--- config.mk ---
export PLATFORM = sky130hd
export DESIGN_NAME = decode_stage
export DESIGN_NICKNAME = d
export VERILOG_FILES = /design/src/rtl/decode_stage.sv
export SDC_FILE = /design/constraint.sdc
export NUM_CORES = 1
export LEC_CHECK = 0
export BUFFER_PORTS_ARGS = -buffer_cell sky130_fd_sc_hd__buf_2
export CAP_MARGIN = 20
export CORE_ASPECT_RATIO = 0.6
export CORE_UTILIZATION = 40
export CTS_CLUSTER_DIAMETER = 150
export DETAILED_ROUTE_END_ITERATION = 10
export PLACE_DENSITY_LB_ADDON = 0.1
export SYNTH_ARGS = -nofsm -noshare
export SYNTH_HDL_FRONTEND = slang
export SYNTH_SLANG_ARGS = --single-unit
--- constraint.sdc ---
create_clock -name clk -period 2 [get_ports clk]
set_input_delay 0.1 -clock clk [delete_from_list [all_inputs] [get_ports clk]]
set_output_delay 0.1 -clock clk [all_outputs]
set_load 0.005 [all_outputs]
--- src/rtl/decode_stage.sv ---
// RV32I decode stage: turns one fetched instruction into ALU operands and control, held in a valid/ready output register.
// Optional write-back forwarding into the operand path is enabled with DECODE_WB_FWD_EN.
module decode_stage #(
  parameter bit ZERO_X0 = 1'b1
) (
  input  logic        clk,
  input  logic        rst,
  input  logic        flush,
  input  logic        in_valid,
  output logic        in_ready,
  input  logic [31:0] in_inst,
  input  logic [31:0] in_pc,
  output logic [4:0]  rs1_addr,
  output logic [4:0]  rs2_addr,
  input  logic [31:0] rs1_data,
  input  logic [31:0] rs2_data,
`ifdef DECODE_WB_FWD_EN
  input  logic        wb_we,
  input  logic [4:0]  wb_rd,
  input  logic [31:0] wb_data,
`endif
  output logic        out_valid,
  input  logic        out_ready,
  output logic [31:0] alu_a,
  output logic [31:0] alu_b,
  output logic [6:0]  opcode,
  output logic [2:0]  funct3,
  output logic [6:0]  funct7,
  output logic [31:0] rs1_val,
  output logic [31:0] rs2_val,
  output logic [4:0]  rd,
  output logic        rd_we,
  output logic [31:0] pc_out,
  output logic        illegal
);

  localparam logic [6:0] OPC_LUI    = 7'b0110111;
  localparam logic [6:0] OPC_AUIPC  = 7'b0010111;
  localparam logic [6:0] OPC_LOAD   = 7'b0000011;
  localparam logic [6:0] OPC_STORE  = 7'b0100011;
  localparam logic [6:0] OPC_BRANCH = 7'b1100011;
  localparam logic [6:0] OPC_JAL    = 7'b1101111;
  localparam logic [6:0] OPC_JALR   = 7'b1100111;
  localparam logic [6:0] OPC_OPIMM  = 7'b0010011;
  localparam logic [6:0] OPC_OP     = 7'b0110011;

  localparam logic [6:0] F7_ZERO = 7'h00;
  localparam logic [6:0] F7_ALT  = 7'h20;

  logic [6:0]  inst_opcode;
  logic [2:0]  inst_funct3;
  logic [6:0]  inst_funct7;
  logic [4:0]  inst_rd;

  logic [31:0] imm_i;
  logic [31:0] imm_s;
  logic [31:0] imm_b;
  logic [31:0] imm_u;
  logic [31:0] imm_j;

  logic [31:0] src1;
  logic [31:0] src2;

  logic [31:0] dec_a;
  logic [31:0] dec_b;
  logic [2:0]  dec_funct3;
  logic [6:0]  dec_funct7;
  logic        dec_illegal;
  logic        dec_writes_rd;
  logic        dec_rd_we;

  logic        in_fire;

  assign inst_opcode = in_inst[6:0];
  assign inst_funct3 = in_inst[14:12];
  assign inst_funct7 = in_inst[31:25];
  assign inst_rd     = in_inst[11:7];

  assign rs1_addr = in_inst[19:15];
  assign rs2_addr = in_inst[24:20];

  assign imm_i = {{20{in_inst[31]}}, in_inst[31:20]};
  assign imm_s = {{20{in_inst[31]}}, in_inst[31:25], in_inst[11:7]};
  assign imm_b = {{19{in_inst[31]}}, in_inst[31], in_inst[7], in_inst[30:25], in_inst[11:8], 1'b0};
  assign imm_u = {in_inst[31:12], 12'b0};
  assign imm_j = {{11{in_inst[31]}}, in_inst[31], in_inst[19:12], in_inst[20], in_inst[30:21], 1'b0};

  assign in_ready = !flush && (!out_valid || out_ready);
  assign in_fire  = in_valid && in_ready;

  // Source values: forwarded write-back data beats the register file, but x0 is always zero.
  always_comb begin
    src1 = rs1_data;
    src2 = rs2_data;
`ifdef DECODE_WB_FWD_EN
    if (wb_we && (wb_rd != 5'd0) && (wb_rd == rs1_addr)) src1 = wb_data;
    if (wb_we && (wb_rd != 5'd0) && (wb_rd == rs2_addr)) src2 = wb_data;
`endif
    if (ZERO_X0 && (rs1_addr == 5'd0)) src1 = 32'd0;
    if (ZERO_X0 && (rs2_addr == 5'd0)) src2 = 32'd0;
  end

  always_comb begin
    dec_a         = src1;
    dec_b         = src2;
    dec_funct3    = inst_funct3;
    dec_funct7    = inst_funct7;
    dec_illegal   = 1'b0;
    dec_writes_rd = 1'b0;

    case (inst_opcode)
      OPC_LUI: begin
        dec_a         = 32'd0;
        dec_b         = imm_u;
        dec_writes_rd = 1'b1;
      end
      OPC_AUIPC: begin
        dec_a         = in_pc;
        dec_b         = imm_u;
        dec_writes_rd = 1'b1;
      end
      OPC_LOAD: begin
        dec_b         = imm_i;
        dec_writes_rd = 1'b1;
      end
      OPC_STORE: begin
        dec_b = imm_s;
      end
      OPC_BRANCH: begin
        dec_a = in_pc;
        dec_b = imm_b;
      end
      OPC_JAL: begin
        dec_a         = in_pc;
        dec_b         = imm_j;
        dec_funct3    = 3'd0;
        dec_funct7    = F7_ZERO;
        dec_writes_rd = 1'b1;
      end
      OPC_JALR: begin
        dec_b         = imm_i;
        dec_funct3    = 3'd0;
        dec_funct7    = F7_ZERO;
        dec_writes_rd = 1'b1;
        dec_illegal   = (inst_funct3 != 3'd0);
      end
      OPC_OPIMM: begin
        dec_writes_rd = 1'b1;
        // Shifts carry shamt in the immediate; other ops must not let imm[10] look like SUB/SRA.
        if ((inst_funct3 == 3'd1) || (inst_funct3 == 3'd5)) begin
          dec_b      = {27'b0, in_inst[24:20]};
          dec_funct7 = inst_funct7;
          if (inst_funct3 == 3'd1)
            dec_illegal = (inst_funct7 != F7_ZERO);
          else
            dec_illegal = (inst_funct7 != F7_ZERO) && (inst_funct7 != F7_ALT);
        end else begin
          dec_b      = imm_i;
          dec_funct7 = F7_ZERO;
        end
      end
      OPC_OP: begin
        dec_writes_rd = 1'b1;
        if ((inst_funct7 != F7_ZERO) && (inst_funct7 != F7_ALT))
          dec_illegal = 1'b1;
        else if ((inst_funct7 == F7_ALT) && (inst_funct3 != 3'd0) && (inst_funct3 != 3'd5))
          dec_illegal = 1'b1;
      end
      default: begin
        dec_illegal = 1'b1;
      end
    endcase

    dec_rd_we = dec_writes_rd && (inst_rd != 5'd0) && !dec_illegal;
  end

  // Output register: reset beats flush, flush beats a new accept, and the bundle holds while stalled.
  always_ff @(posedge clk) begin
    if (rst) begin
      out_valid <= 1'b0;
      alu_a     <= 32'd0;
      alu_b     <= 32'd0;
      opcode    <= 7'd0;
      funct3    <= 3'd0;
      funct7    <= 7'd0;
      rs1_val   <= 32'd0;
      rs2_val   <= 32'd0;
      rd        <= 5'd0;
      rd_we     <= 1'b0;
      pc_out    <= 32'd0;
      illegal   <= 1'b0;
    end else if (flush) begin
      out_valid <= 1'b0;
    end else if (in_fire) begin
      out_valid <= 1'b1;
      alu_a     <= dec_a;
      alu_b     <= dec_b;
      opcode    <= inst_opcode;
      funct3    <= dec_funct3;
      funct7    <= dec_funct7;
      rs1_val   <= src1;
      rs2_val   <= src2;
      rd        <= inst_rd;
      rd_we     <= dec_rd_we;
      pc_out    <= in_pc;
      illegal   <= dec_illegal;
    end else if (out_valid && out_ready) begin
      out_valid <= 1'b0;
    end
  end

endmodule

# ---- Word level (Yosys, flattened, before mapping)
# Cells that the tools add are included.
dict set report totals {
  ff_bits 185
  latchBits 0
  ramBits 0
  rom_bits 0
  in_bits 133
  out_inout_bits 196
  elab_cells 70
  memories 0
}
dict set report classes {
  add_sub_neg 0
  mul 0
  n_div 0
  n_lt_le_gt_ge 0
  n_eq_ne 14
  shift 0
  n_mux 16
  bitwise_logic 1
  n_reduce_logical 27
}
# cell n
set op_table {}
lappend op_table {{32-bit one-hot mux with 6 select lines} 1}
lappend op_table {{32-bit 2-to-1 mux} 3}
lappend op_table {{32-bit one-hot mux with 2 select lines} 1}
lappend op_table {{7-bit by 6-bit == test with 1-bit output (second input constant)} 4}
lappend op_table {{7-bit == test (second input constant)} 3}
lappend op_table {{7-bit by 5-bit == test with 1-bit output (second input constant)} 2}
lappend op_table {{7-bit one-hot mux with 2 select lines} 1}
lappend op_table {{5-bit zero test} 2}
lappend op_table {{1-bit logical AND} 8}
lappend op_table {{2-bit OR reduction} 4}
lappend op_table {{7-bit by 2-bit == test with 1-bit output (second input constant)} 1}
lappend op_table {{1-bit 2-to-1 mux} 7}
lappend op_table {{7-bit 2-to-1 mux} 1}
lappend op_table {{7-bit by 6-bit inequality test with 1-bit output (second input constant)} 1}
lappend op_table {{7-bit nonzero test} 1}
lappend op_table {{7-bit OR reduction} 1}
lappend op_table {{6-bit OR reduction} 1}
lappend op_table {{5-bit nonzero test} 1}
lappend op_table {{1-bit one-hot mux with 4 select lines} 1}
lappend op_table {{3-bit by 1-bit == test with 1-bit output (second input constant)} 1}
lappend op_table {{3-bit == test (second input constant)} 1}
lappend op_table {{1-bit zero test} 3}
lappend op_table {{3-bit 2-to-1 mux} 1}
lappend op_table {{3-bit inequality test (second input constant)} 1}
lappend op_table {{6 further kinds} 7}

# ---- Longest topological paths before layout
dict set report logic_depth {
  depth_word 8
  mapped_depth 8
  mapped_depth_nobuf 5
}

# ---- Least setup slack after synthesis
# Ideal clock, no wire load.
dict set report synth_path {
  path_kind {in2reg}
  from {in in_inst[6]}
  to {reg alu_a[10]}
  setup_time_ns 0.122
  arrival_time_ns 1.520
  t_required_ns 1.878
  slack_ns 0.358
  path_stages 7
  n_path_buf 2
  cell_sequence {buf_6 or3b_4 a21oi_4 nor4_4 buf_6 and3_1 a221o_1}
}
dict set report synth_via {
  elab_chain_cells 3
  word_cells_on_any_way 6
  classes_between {eq/ne: 4; mux: 1; reduce/logical: 1}
}
# item line_no
set synth_rtl {}
lappend synth_rtl {{start: declaration} 11} ;# input logic [31:0] in_inst,
lappend synth_rtl {{7-bit == test or 7-bit by 5-bit == test with 1-bit output (tied branches)} 111} ;# case (inst_opcode)
lappend synth_rtl {{3-bit OR reduction (no source line)} -}
lappend synth_rtl {{32-bit one-hot mux with 2 select lines *} 111}
lappend synth_rtl {{end signal: assignment} 181} ;# alu_a <= 32'd0;
lappend synth_rtl {{end signal: assignment} 196} ;# alu_a <= dec_a;
lappend synth_rtl {{end: declaration} 24} ;# output logic [31:0] alu_a,
# Mark *: on every way between the ends. The rest lies on a longest branch, timed or not.
# A chain may end at the register's enable or synchronous reset.

# ---- Final worst setup path
dict set report layout_path {
  from {in in_inst[0]}
  to {reg alu_b[1]}
}
dict set report layout_via {
  elab_chain_cells 3
  word_cells_on_any_way 11
  classes_between {eq/ne: 8; mux: 1; reduce/logical: 2}
}
# item line_no
set layout_rtl {}
lappend layout_rtl {{7-bit == test (tied with other cells)} 111}
lappend layout_rtl {{2-bit OR reduction (no source line)} -}
lappend layout_rtl {{32-bit one-hot mux with 6 select lines *} 111}
lappend layout_rtl {{end signal: assignment} 182} ;# alu_b <= 32'd0;
lappend layout_rtl {{end signal: assignment} 197} ;# alu_b <= dec_b;
lappend layout_rtl {{end: declaration} 25} ;# output logic [31:0] alu_b,
# Marks and branches as above.

==> impl_metrics.yaml <==
run_status:
  status: "finished clean"
clocking:
  clkLatencyLatePin_ns: 0.44
  cts-root-buf: "clkbuf_16"
  clkSinkCount: 185
  clk_pin_slew_ns: 0.06
  postCtsHoldBufs: 121
  htreeDepth: 4
  cts_tree: "yes"
  cts_resized: 0
  cts.path.max_buffers: 2
  post_cts_buffers: 0
  cts_buffers: 17
logic_synthesis:
  yosys.area.top_type: "dfxtp_1"
  synth_flop_cell: "dfxtp_1"
  yosys_register_bits: 185
  synth_area_um2: 7610
  syn_area_per_cell_um2: 8.48
  synth_cell_types: 49
  synth_top_area_share_pct: 48.6
  ys_async_sr_fraction_pct: 0
  synth-simple-area-share_pct: 22.6
  synth_warnings: 0
  synthMuxAreaShare_pct: 0
  synth_edf_count: 0
  synth_nets: 1031
  synth_compound_area_share_pct: 22.5
  synth_xor_area_share_pct: 0.115
  synth_top_family_by_area: "simple AND/OR/NAND/NOR gates"
  syn_inst: 898
  synth_area_leaders: "dfxtp_1 49%, a21oi_1 8.9%, nand2_1 8.9%, nand3_1 4.7%, a221o_1 4.1%"
  seq_area_frac_synth_pct: 48.6
  synth_fa_ha_area_share_pct: 0
floorplan:
  die_w_um: 180
  die_h_um: 109
  ios: 329
  initial_core_util_pct: 41.5
  core_um2: 18400
  rows: 38
  die_area_um2: 19600
timing:
  slew_headroom_pct: 57.0
  worstMarginPinSlew_ns: 0.645
  fin_crit_sh_pct: 93.6
  report.final.hold_viol_count: 0
  rsz0062_at_grt: "no"
  setup_viol: 0
  finClkSkew_ns: 0.0101
  setup-tns-final_ns: 0
  drv_slew: 0
  min_period_ns: 1.87
  fmaxAchievable_ghz: 0.534
run:
  drv_cap: 0
setup_path:
  worstSetupEndpointType: "flop"
  critical_path_class: "input pin to flop"
  worst_ep_required_time_ns: 2.32
  reg2reg_slack_ns: 0.37
  reg2reg_from: "out_valid"
  path_max_fanout: 12
  crit_arrival_ns: 2.19
  timing.rr.end: "alu_a[31]"
  rr_worst_depth: 6
  startpoint_type: "input pin"
global_route:
  grt_max_degree: 139
  grt_overflow: 0
  grt_pass1_vias: 7509
  grt_first_pass_wirelength_mm: 42.2
  track_usage_pct: 27.7
  antenna_found_initial: 0
worst_hold_path:
  hold_path_startpoint: "in_inst[29]"
  hold_path.class: "input pin to flop"
  worstHoldPathCells: 3
  worstHoldEndpoint: "alu_b[29]"
cells_and_area:
  layout_common_cells: "327 x buf_2, 185 x dfxtp_1, 178 x nand2_1"
  fin_util_pct: 61.0
  nets: 1435
  final_common_cell: "buf_2"
  finalInstanceArea_um2: 11200
  drive_above_1_share_pct: 30.7
  syn2layout_area_growth_pct: 47.1
  antenna_cells: 0
place:
  placed_area_um2: 9400
  hpwl_mm: 18.5
  place_congestion: 0.845
  port-buffer-count: 328
power:
  clockPowerShare_pct: 39.2
  ir_drop_mv: 0.561
  p_seq_share_pct: 46.1
  combPwrFrac_pct: 14.7
  switching_power_mw: 2.19
  p_int_mw: 6.45
  power.share.switching_pct: 25.3
  cellPowerDensity_nw_per_um2: 771
  leakagePower_nw: 5.02
drt:
  drc_errors: 0
  drt-initial-drc-count: 683
  viasPerCell: 5.37
  first_pass_iters: 5
  num_vias: 8346
  routedWlPerCell_um: 17.9
  drt-total-wl_mm: 27.8
  ant_nets: 0
[through the flow]
stage,worst slack (ns),std cells,hold slack (ns),power [mW]
6_report,0.129,1553,0.0239,8.64
4_1_cts,0.159,1552,0.000116,8.69
3_3_place_gp,0.223,1401,0.309,5.13
5_1_grt,0.0530,1553,0.00875,8.98
3_5_place_dp,0.179,1401,0.313,5.13
2_1_floorplan,0.358,898,0.179,4.57
[kinds of logic after synthesis]
| family | after synthesis |
|---|---|
| AO/OA/AOI/OAI | 255 |
| flip-flops | 185 |
| XOR/XNOR | 1 |
| AND/OR/NAND/NOR | 363 |
| buffers and inverters | 94 |
[registers in the layout (all words and copies together), names as in the netlist]
signal / cells
alu_a: 32
funct3: 3
rs2_val: 32
rd: 5
illegal: 1
alu_b: 32
funct7: 7
rd_we: 1
rs1_val: 32
pc_out: 32
out_valid: 1
opcode: 7
[critical path, cell delays in order]
cell           delay, ns
dlygate4sd3_1       0.55
buf_2               0.15
nand2_1             0.05
buf_4               0.20
nor3_1              0.10
a21oi_4             0.39
buf_4               0.25
nand3_1             0.09
a311oi_1            0.30
[area by class of cell]
class,count,area [um^2]
Clock buffer,24,492
Clock inverter,6,90.1
Fill cell,1653,7150
Inverter,1,3.75
Multi-Input combinational cell,619,3460
Sequential cell,185,3700
Tap cell,240,300
Timing Repair Buffer,478,3150
[worst max path at each step]
stage,from,end
global route,in_inst[1],alu_b[31]
finish,in_inst[0],alu_b[1]
detailed placement,in_inst[4],alu_a[14]
global placement,in_inst[6],alu_b[25]
CTS,in_inst[1],alu_b[1]
floorplan,in_inst[6],alu_a[10]
[Yosys cell counts, types with 3 or more instances]
cell / number
nand2_1: 180
a221o_1: 31
dfxtp_1: 185
nand2b_1: 5
buf_4: 13
buf_2: 6
and3_1: 32
nor3_1: 8
nand3_1: 72
o21ai_0: 6
nor4_1: 3
o2bb2ai_1: 19
a311oi_1: 7
nor2_1: 39
buf_6: 8
a21oi_1: 135
nor2b_1: 3
a22oi_1: 11
clkbuf_1: 63
a211oi_1: 28
a32oi_1: 6
buf_1: 3
[power by group through the flow]
stage | combinational, mW | sequential (mW) | clock, mW
2_1_floorplan | 0.504 | 4.07 | 0
3_3_place_gp | 1.07 | 4.06 | 0
3_5_place_dp | 1.08 | 4.06 | 0
4_1_cts | 1.26 | 3.98 | 3.45
5_1_grt | 1.38 | 4.00 | 3.60
6_report | 1.27 | 3.98 | 3.39
[per-layer routing]
layer | vias to the layer above | GRT usage, % | routed length [um]
met2 | 377 | 40.9 | 12200
met1 | 3922 | 38.6 | 12700
li1 | 4014 | - | -
met5 | - | 0 | 0
met4 | 0 | 7.51 | 380
met3 | 33 | 8.98 | 2560
No activity file was read; power rests on OpenSTA's default activity.
